$ cat config.mk
export PLATFORM = sky130hd
export DESIGN_NAME = imm_decode_stage
export DESIGN_NICKNAME = d
export VERILOG_FILES = /design/src/rtl/imm_gen_pkg.sv /design/src/rtl/imm_extract.sv /design/src/rtl/imm_decode_stage.sv
export SDC_FILE = /design/constraint.sdc
export NUM_CORES = 1
export LEC_CHECK = 0
export CORE_UTILIZATION = 35
export DETAILED_ROUTE_END_ITERATION = 16
export MAX_ROUTING_LAYER = met4
export PLACE_DENSITY_LB_ADDON = 0.15
export SLEW_MARGIN = 20
export SYNTH_ARGS = -nofsm -noshare
export SYNTH_HDL_FRONTEND = slang
export SYNTH_SLANG_ARGS = --single-unit
$ cat constraint.sdc
create_clock -name clk -period 4.6 [get_ports clk]
set_input_delay 0.46 -clock clk [delete_from_list [all_inputs] [get_ports clk]]
set_output_delay 0.46 -clock clk [all_outputs]
set_load 0.01 [all_outputs]
$ cat src/rtl/imm_gen_pkg.sv
// Shared encodings for the immediate-decode stage: RV opcodes, format codes
// carried on out_fmt, and the held-entry count of the skid buffer.
package imm_gen_pkg;

    localparam logic [6:0] OPC_LOAD      = 7'b0000011;
    localparam logic [6:0] OPC_FENCE     = 7'b0001111;
    localparam logic [6:0] OPC_OP_IMM    = 7'b0010011;
    localparam logic [6:0] OPC_AUIPC     = 7'b0010111;
    localparam logic [6:0] OPC_OP_IMM_32 = 7'b0011011;
    localparam logic [6:0] OPC_STORE     = 7'b0100011;
    localparam logic [6:0] OPC_OP        = 7'b0110011;
    localparam logic [6:0] OPC_LUI       = 7'b0110111;
    localparam logic [6:0] OPC_OP_32     = 7'b0111011;
    localparam logic [6:0] OPC_BRANCH    = 7'b1100011;
    localparam logic [6:0] OPC_JALR      = 7'b1100111;
    localparam logic [6:0] OPC_JAL       = 7'b1101111;
    localparam logic [6:0] OPC_SYSTEM    = 7'b1110011;

    typedef enum logic [2:0] {
        FMT_NONE  = 3'd0,
        FMT_I     = 3'd1,
        FMT_S     = 3'd2,
        FMT_B     = 3'd3,
        FMT_U     = 3'd4,
        FMT_J     = 3'd5,
        FMT_SHAMT = 3'd6,
        FMT_Z     = 3'd7
    } fmt_e;

    typedef enum logic [1:0] {
        ST_EMPTY = 2'd0,
        ST_ONE   = 2'd1,
        ST_FULL  = 2'd2
    } state_e;

endpackage

$ cat src/rtl/imm_extract.sv
// Combinational immediate extractor: decodes the opcode, builds the
// XLEN-wide extended immediate, and flags opcodes/shamts illegal for XLEN.
module imm_extract
    import imm_gen_pkg::*;
#(
    parameter int XLEN     = 32,
    parameter bit EN_RV64I = (XLEN == 64)
) (
    input  logic [31:0]     instr_i,
    output logic [XLEN-1:0] imm_o,
    output logic [2:0]      fmt_o,
    output logic            illegal_o
);

    localparam bit IS_RV32 = (XLEN == 32);

    logic [6:0]      opcode_s;
    logic [2:0]      funct3_s;
    logic            is_shift_s;
    logic [XLEN-1:0] imm_i_s;
    logic [XLEN-1:0] imm_s_s;
    logic [XLEN-1:0] imm_b_s;
    logic [XLEN-1:0] imm_j_s;
    logic [XLEN-1:0] imm_u_s;
    logic [XLEN-1:0] shamt6_s;
    logic [XLEN-1:0] shamt5_s;
    logic [XLEN-1:0] zimm_s;

    assign opcode_s   = instr_i[6:0];
    assign funct3_s   = instr_i[14:12];
    assign is_shift_s = (funct3_s == 3'b001) || (funct3_s == 3'b101);

    // Signed size casts sign-extend; unsigned ones zero-extend.
    assign imm_i_s  = XLEN'($signed(instr_i[31:20]));
    assign imm_s_s  = XLEN'($signed({instr_i[31:25], instr_i[11:7]}));
    assign imm_b_s  = XLEN'($signed({instr_i[31], instr_i[7], instr_i[30:25],
                                     instr_i[11:8], 1'b0}));
    assign imm_j_s  = XLEN'($signed({instr_i[31], instr_i[19:12], instr_i[20],
                                     instr_i[30:21], 1'b0}));
    assign imm_u_s  = XLEN'($signed({instr_i[31:12], 12'b0}));
    assign shamt6_s = XLEN'(instr_i[25:20]);
    assign shamt5_s = XLEN'(instr_i[24:20]);
    assign zimm_s   = XLEN'(instr_i[19:15]);

    // Opcode decode selecting immediate form, format code and legality.
    always_comb begin
        imm_o     = '0;
        fmt_o     = FMT_NONE;
        illegal_o = 1'b0;
        case (opcode_s)
            OPC_OP_IMM: begin
                if (is_shift_s) begin
                    imm_o     = shamt6_s;
                    fmt_o     = FMT_SHAMT;
                    illegal_o = IS_RV32 && instr_i[25];
                end else begin
                    imm_o = imm_i_s;
                    fmt_o = FMT_I;
                end
            end
            OPC_LOAD, OPC_JALR: begin
                imm_o = imm_i_s;
                fmt_o = FMT_I;
            end
            OPC_OP_IMM_32: begin
                if (!EN_RV64I) begin
                    illegal_o = 1'b1;
                end else if (is_shift_s) begin
                    imm_o     = shamt5_s;
                    fmt_o     = FMT_SHAMT;
                    illegal_o = instr_i[25];
                end else begin
                    imm_o = imm_i_s;
                    fmt_o = FMT_I;
                end
            end
            OPC_STORE: begin
                imm_o = imm_s_s;
                fmt_o = FMT_S;
            end
            OPC_BRANCH: begin
                imm_o = imm_b_s;
                fmt_o = FMT_B;
            end
            OPC_JAL: begin
                imm_o = imm_j_s;
                fmt_o = FMT_J;
            end
            OPC_LUI, OPC_AUIPC: begin
                imm_o = imm_u_s;
                fmt_o = FMT_U;
            end
            OPC_SYSTEM: begin
                if (funct3_s[2]) begin
                    imm_o = zimm_s;
                    fmt_o = FMT_Z;
                end else begin
                    imm_o = '0;
                    fmt_o = FMT_NONE;
                end
            end
            OPC_OP, OPC_FENCE: begin
                imm_o = '0;
                fmt_o = FMT_NONE;
            end
            OPC_OP_32: begin
                illegal_o = !EN_RV64I;
            end
            default: begin
                illegal_o = 1'b1;
            end
        endcase
    end

endmodule

$ cat src/rtl/imm_decode_stage.sv
// Registered immediate-decode stage with valid/ready handshakes and a
// 2-entry skid buffer (output register plus one skid register).
module imm_decode_stage
    import imm_gen_pkg::*;
#(
    parameter int XLEN     = 32,
    parameter int TAG_W    = 4,
    parameter bit EN_RV64I = (XLEN == 64)
) (
    input  logic             clk,
    input  logic             rst_n,
    input  logic             flush,
    input  logic             in_valid,
    output logic             in_ready,
    input  logic [31:0]      in_instr,
    input  logic [XLEN-1:0]  in_pc,
    input  logic [TAG_W-1:0] in_tag,
    output logic             out_valid,
    input  logic             out_ready,
    output logic [XLEN-1:0]  out_imm,
    output logic [2:0]       out_fmt,
    output logic             out_illegal,
    output logic [XLEN-1:0]  out_pc,
    output logic [TAG_W-1:0] out_tag
);

    if (!((XLEN == 32) || (XLEN == 64))) begin : g_bad_xlen
        $error("imm_decode_stage: XLEN must be 32 or 64");
    end

    // Entry layout: {imm, fmt, illegal, pc, tag}
    localparam int ENT_W = XLEN + 3 + 1 + XLEN + TAG_W;

    logic [XLEN-1:0]  ext_imm_s;
    logic [2:0]       ext_fmt_s;
    logic             ext_ill_s;
    logic [ENT_W-1:0] new_ent_s;
    logic             accept_s;
    logic             drain_s;

    state_e           state_q,     state_d;
    logic [ENT_W-1:0] out_ent_q,   out_ent_d;
    logic [ENT_W-1:0] skid_ent_q,  skid_ent_d;
    logic             out_valid_q, out_valid_d;
    logic             in_ready_q,  in_ready_d;

    imm_extract #(
        .XLEN     (XLEN),
        .EN_RV64I (EN_RV64I)
    ) u_extract (
        .instr_i   (in_instr),
        .imm_o     (ext_imm_s),
        .fmt_o     (ext_fmt_s),
        .illegal_o (ext_ill_s)
    );

    assign new_ent_s = {ext_imm_s, ext_fmt_s, ext_ill_s, in_pc, in_tag};
    assign accept_s  = in_valid && in_ready_q;
    assign drain_s   = out_valid_q && out_ready;

    // Held-entry count transitions and entry movement between the registers.
    always_comb begin
        state_d    = state_q;
        out_ent_d  = out_ent_q;
        skid_ent_d = skid_ent_q;
        if (flush) begin
            state_d = ST_EMPTY;
        end else begin
            case (state_q)
                ST_EMPTY: begin
                    if (accept_s) begin
                        state_d   = ST_ONE;
                        out_ent_d = new_ent_s;
                    end else begin
                        state_d = ST_EMPTY;
                    end
                end
                ST_ONE: begin
                    if (accept_s && drain_s) begin
                        out_ent_d = new_ent_s;
                    end else if (accept_s) begin
                        state_d    = ST_FULL;
                        skid_ent_d = new_ent_s;
                    end else if (drain_s) begin
                        state_d = ST_EMPTY;
                    end else begin
                        state_d = ST_ONE;
                    end
                end
                ST_FULL: begin
                    if (drain_s) begin
                        state_d   = ST_ONE;
                        out_ent_d = skid_ent_q;
                    end else begin
                        state_d = ST_FULL;
                    end
                end
                default: begin
                    state_d = ST_EMPTY;
                end
            endcase
        end
        out_valid_d = (state_d != ST_EMPTY);
        in_ready_d  = (state_d != ST_FULL);
    end

    // State, handshake flags and entry registers.
    always_ff @(posedge clk or negedge rst_n) begin
        if (!rst_n) begin
            state_q     <= ST_EMPTY;
            out_ent_q   <= '0;
            skid_ent_q  <= '0;
            out_valid_q <= 1'b0;
            in_ready_q  <= 1'b1;
        end else begin
            state_q     <= state_d;
            out_ent_q   <= out_ent_d;
            skid_ent_q  <= skid_ent_d;
            out_valid_q <= out_valid_d;
            in_ready_q  <= in_ready_d;
        end
    end

    assign in_ready    = in_ready_q;
    assign out_valid   = out_valid_q;
    assign out_imm     = out_ent_q[ENT_W-1 -: XLEN];
    assign out_fmt     = out_ent_q[XLEN+TAG_W+1 +: 3];
    assign out_illegal = out_ent_q[XLEN+TAG_W];
    assign out_pc      = out_ent_q[TAG_W +: XLEN];
    assign out_tag     = out_ent_q[TAG_W-1:0];

endmodule

==> impl_metrics.yaml <==
clock_tree:
  clk_pin_slew_ns: 0.06
  clock-root-buffer: "clkbuf_16"
  post_cts_resized: 0
  ctsHoldBuffers: 1
  cts.sinks: 148
  cts_tree: "built"
  cts_buffers: 17
  cts.path.max_buffers: 2
  post-cts-setup-buffer-count: 0
  h-tree-depth: 4
  insertion_delay_ns: 0.42
power_and_ir_drop:
  p_per_area_nw_per_um2: 476
  p_total_mw: 4.20
  ir_drop_uv: 270
  leakagePower_nw: 3.79
sta:
  final-hold-violation-count: 0
  period_share: 0.573
  setup_tns_ns: 0
  fmax_ghz: 0.379
  setup_viol: 0
  maxSlewViolCount: 0
  fin_crit_ns: 2.64
  worstMarginPinSlew_ns: 0.986
  rsz0062_at_grt: "false"
  fin_worst_skew_ns: 0.0112
  max-slew-margin-rel: 0.340
drt:
  drc: 0
  routed_via_density: 5.28
  drtIter0Drc: 396
  routedWlPerCell_um: 16.4
  postRouteAntennaNets: 0
  routed_wl_um: 18100
  vias: 5822
  firstDrtPassIters: 5
die:
  start_util: 0.363
  fp.dieH_um: 139
  ioPinCount: 147
  core_um2: 18200
  row_count: 49
  die_w_um: 139
  fp.dieArea_um2: 19400
logic_synthesis:
  synthAdderAreaFrac: 0
  synth.cell_area_um2: 6610
  synth.area.mux_share: 0.00511
  yosys.area_share.simple: 0.231
  syn-mean-instance-area_um2: 8.99
  synth_xor_area_frac: 0
  synth_edf_count: 0
  async_flop_share: 1.00
  synth_compound_area_frac: 0.160
  synth_nets: 808
  seq_area_frac_synth: 0.561
  synth.distinct_cells: 47
  synth_top_family_by_area: "simple AND/OR/NAND/NOR gates"
  yosysWarnings: 0
  ys.flop_type: "dfrtp_1"
  netlist_instances: 735
  yosys_register_bits: 148
final_layout:
  final_common_cell: "nand2_1"
  syn_to_final_growth_pct: 33.4
  diodes: 0
  final_cell_mix: "nand2_1, dfrtp_1, clkdlybuf4s50_1"
  drive_gt1_frac: 0.0825
  fin_util: 0.484
  nNetsFinal: 934
global_routing:
  grt.overflow.total: 0
  grt_pass1_wl_um: 29600
  grt_use_total: 0.201
  antenna_found_initial: 0
  grt_pass1_vias: 5553
  grt_max_degree: 74
place:
  routabilityCongestion: 0.881
  hpwlAfterDp_um: 12200
  numPortBuffers: 146
critical_path:
  crit_arrival_ns: 2.97
  crit_type: "in -> reg"
  critPathLaunchType: "input pin"
  critPathRequiredTime_ns: 4.93
  path_max_fanout: 73
  worst_setup_path_end_kind: "register"
min_path:
  min_path_type: "reg -> reg"
flow_run:
  drv_cap: 0
status:
  status: "complete, no violations"
## layout make-up
class	count	area [um2]
clock inverter	14	164
fill	1672	9390
sequential	148	3700
timing repair buffer	157	1550
multi-input combinational	527	2650
clock buffer	17	425
inverter	10	37.5
tap	229	287
## path summary, 6_finish.rpt
kind                            depth (start not counted)  slack (ns)             end      startpoint
worst max-delay path                                    7        1.96   out_ent_q[27]        in_valid
worst min-delay path                                    2        0.47  skid_ent_q[50]  skid_ent_q[50]
worst max register to register                          6        1.98   out_ent_q[27]        in_ready
worst min register to register                          2        0.47  skid_ent_q[50]  skid_ent_q[50]
max in group asynchronous                               3        2.95   out_ent_q[67]           rst_n
min in group asynchronous                               2        0.52   out_ent_q[19]           rst_n
## per-stage QoR
| stage | worst slack, ns | hold slack, ns | std cells | area [um2] |
|---|---|---|---|---|
| 6_report | 1.96 | 0.472 | 1102 | 8820 |
| 2_1_floorplan | 2.85 | 0.164 | 735 | 6610 |
| 3_5_place_dp | 1.50 | 0.413 | 1070 | 8220 |
| 5_1_grt | 1.77 | 0.491 | 1102 | 8820 |
| 4_1_cts | 1.95 | 0.473 | 1102 | 8820 |
| 3_3_place_gp | 1.63 | 0.405 | 1070 | 8220 |
## synth_stat cells (3+ instances only)
cell type / count / area share
nor2_1: 77 / 0.044
a222oi_1: 4 / 0.0061
dfrtp_1: 147 / 0.56
inv_1: 10 / 0.0057
a22oi_1: 8 / 0.0091
buf_2: 16 / 0.012
nor3_1: 16 / 0.012
buf_4: 7 / 0.0080
clkbuf_1: 25 / 0.014
mux2_2: 3 / 0.0051
nand2_1: 237 / 0.13
nand3_1: 16 / 0.012
o211ai_1: 7 / 0.0080
a211oi_2: 10 / 0.019
nor2b_1: 4 / 0.0038
o21ai_0: 34 / 0.026
a21oi_1: 21 / 0.016
a31oi_1: 49 / 0.046
o22ai_1: 8 / 0.0076
and3_1: 3 / 0.0028
## layer usage
metal / GRT usage / up-vias / part of all wire
li1: - / 2751 / -
met2: 0.296 / 238 / 0.45
met5: - / - / 0
met3: 0.0385 / 26 / 0.060
met4: 0.0766 / 0 / 0.014
met1: 0.273 / 2807 / 0.47
## critical path, stage by stage
cell	delay, ns
clkdlybuf4s50_1	0.51
nand3b_1	0.21
nor2_1	0.31
o21ba_4	0.78
buf_4	0.43
nor2_1	0.07
a31oi_1	0.15
## registers in the layout, indices dropped and copies added (netlist names)
signal,count
in_ready,1
skid_ent_q,72
out_valid,1
out_ent_q,72
state_q,2
## report_power, final
| group | switching, mW | internal (mW) | leakage [nW] |
|---|---|---|---|
| Clock | 0.538 | 0.846 | 0.284 |
| Combinational | 0.471 | 0.511 | 1.67 |
| Sequential | 0.190 | 1.64 | 1.84 |
## logic make-up after synthesis
group | Yosys count
buf+inv | 60
compound gates | 156
simple gates | 368
flops | 148
mux | 3
No activity file was read; power rests on OpenSTA's default activity.
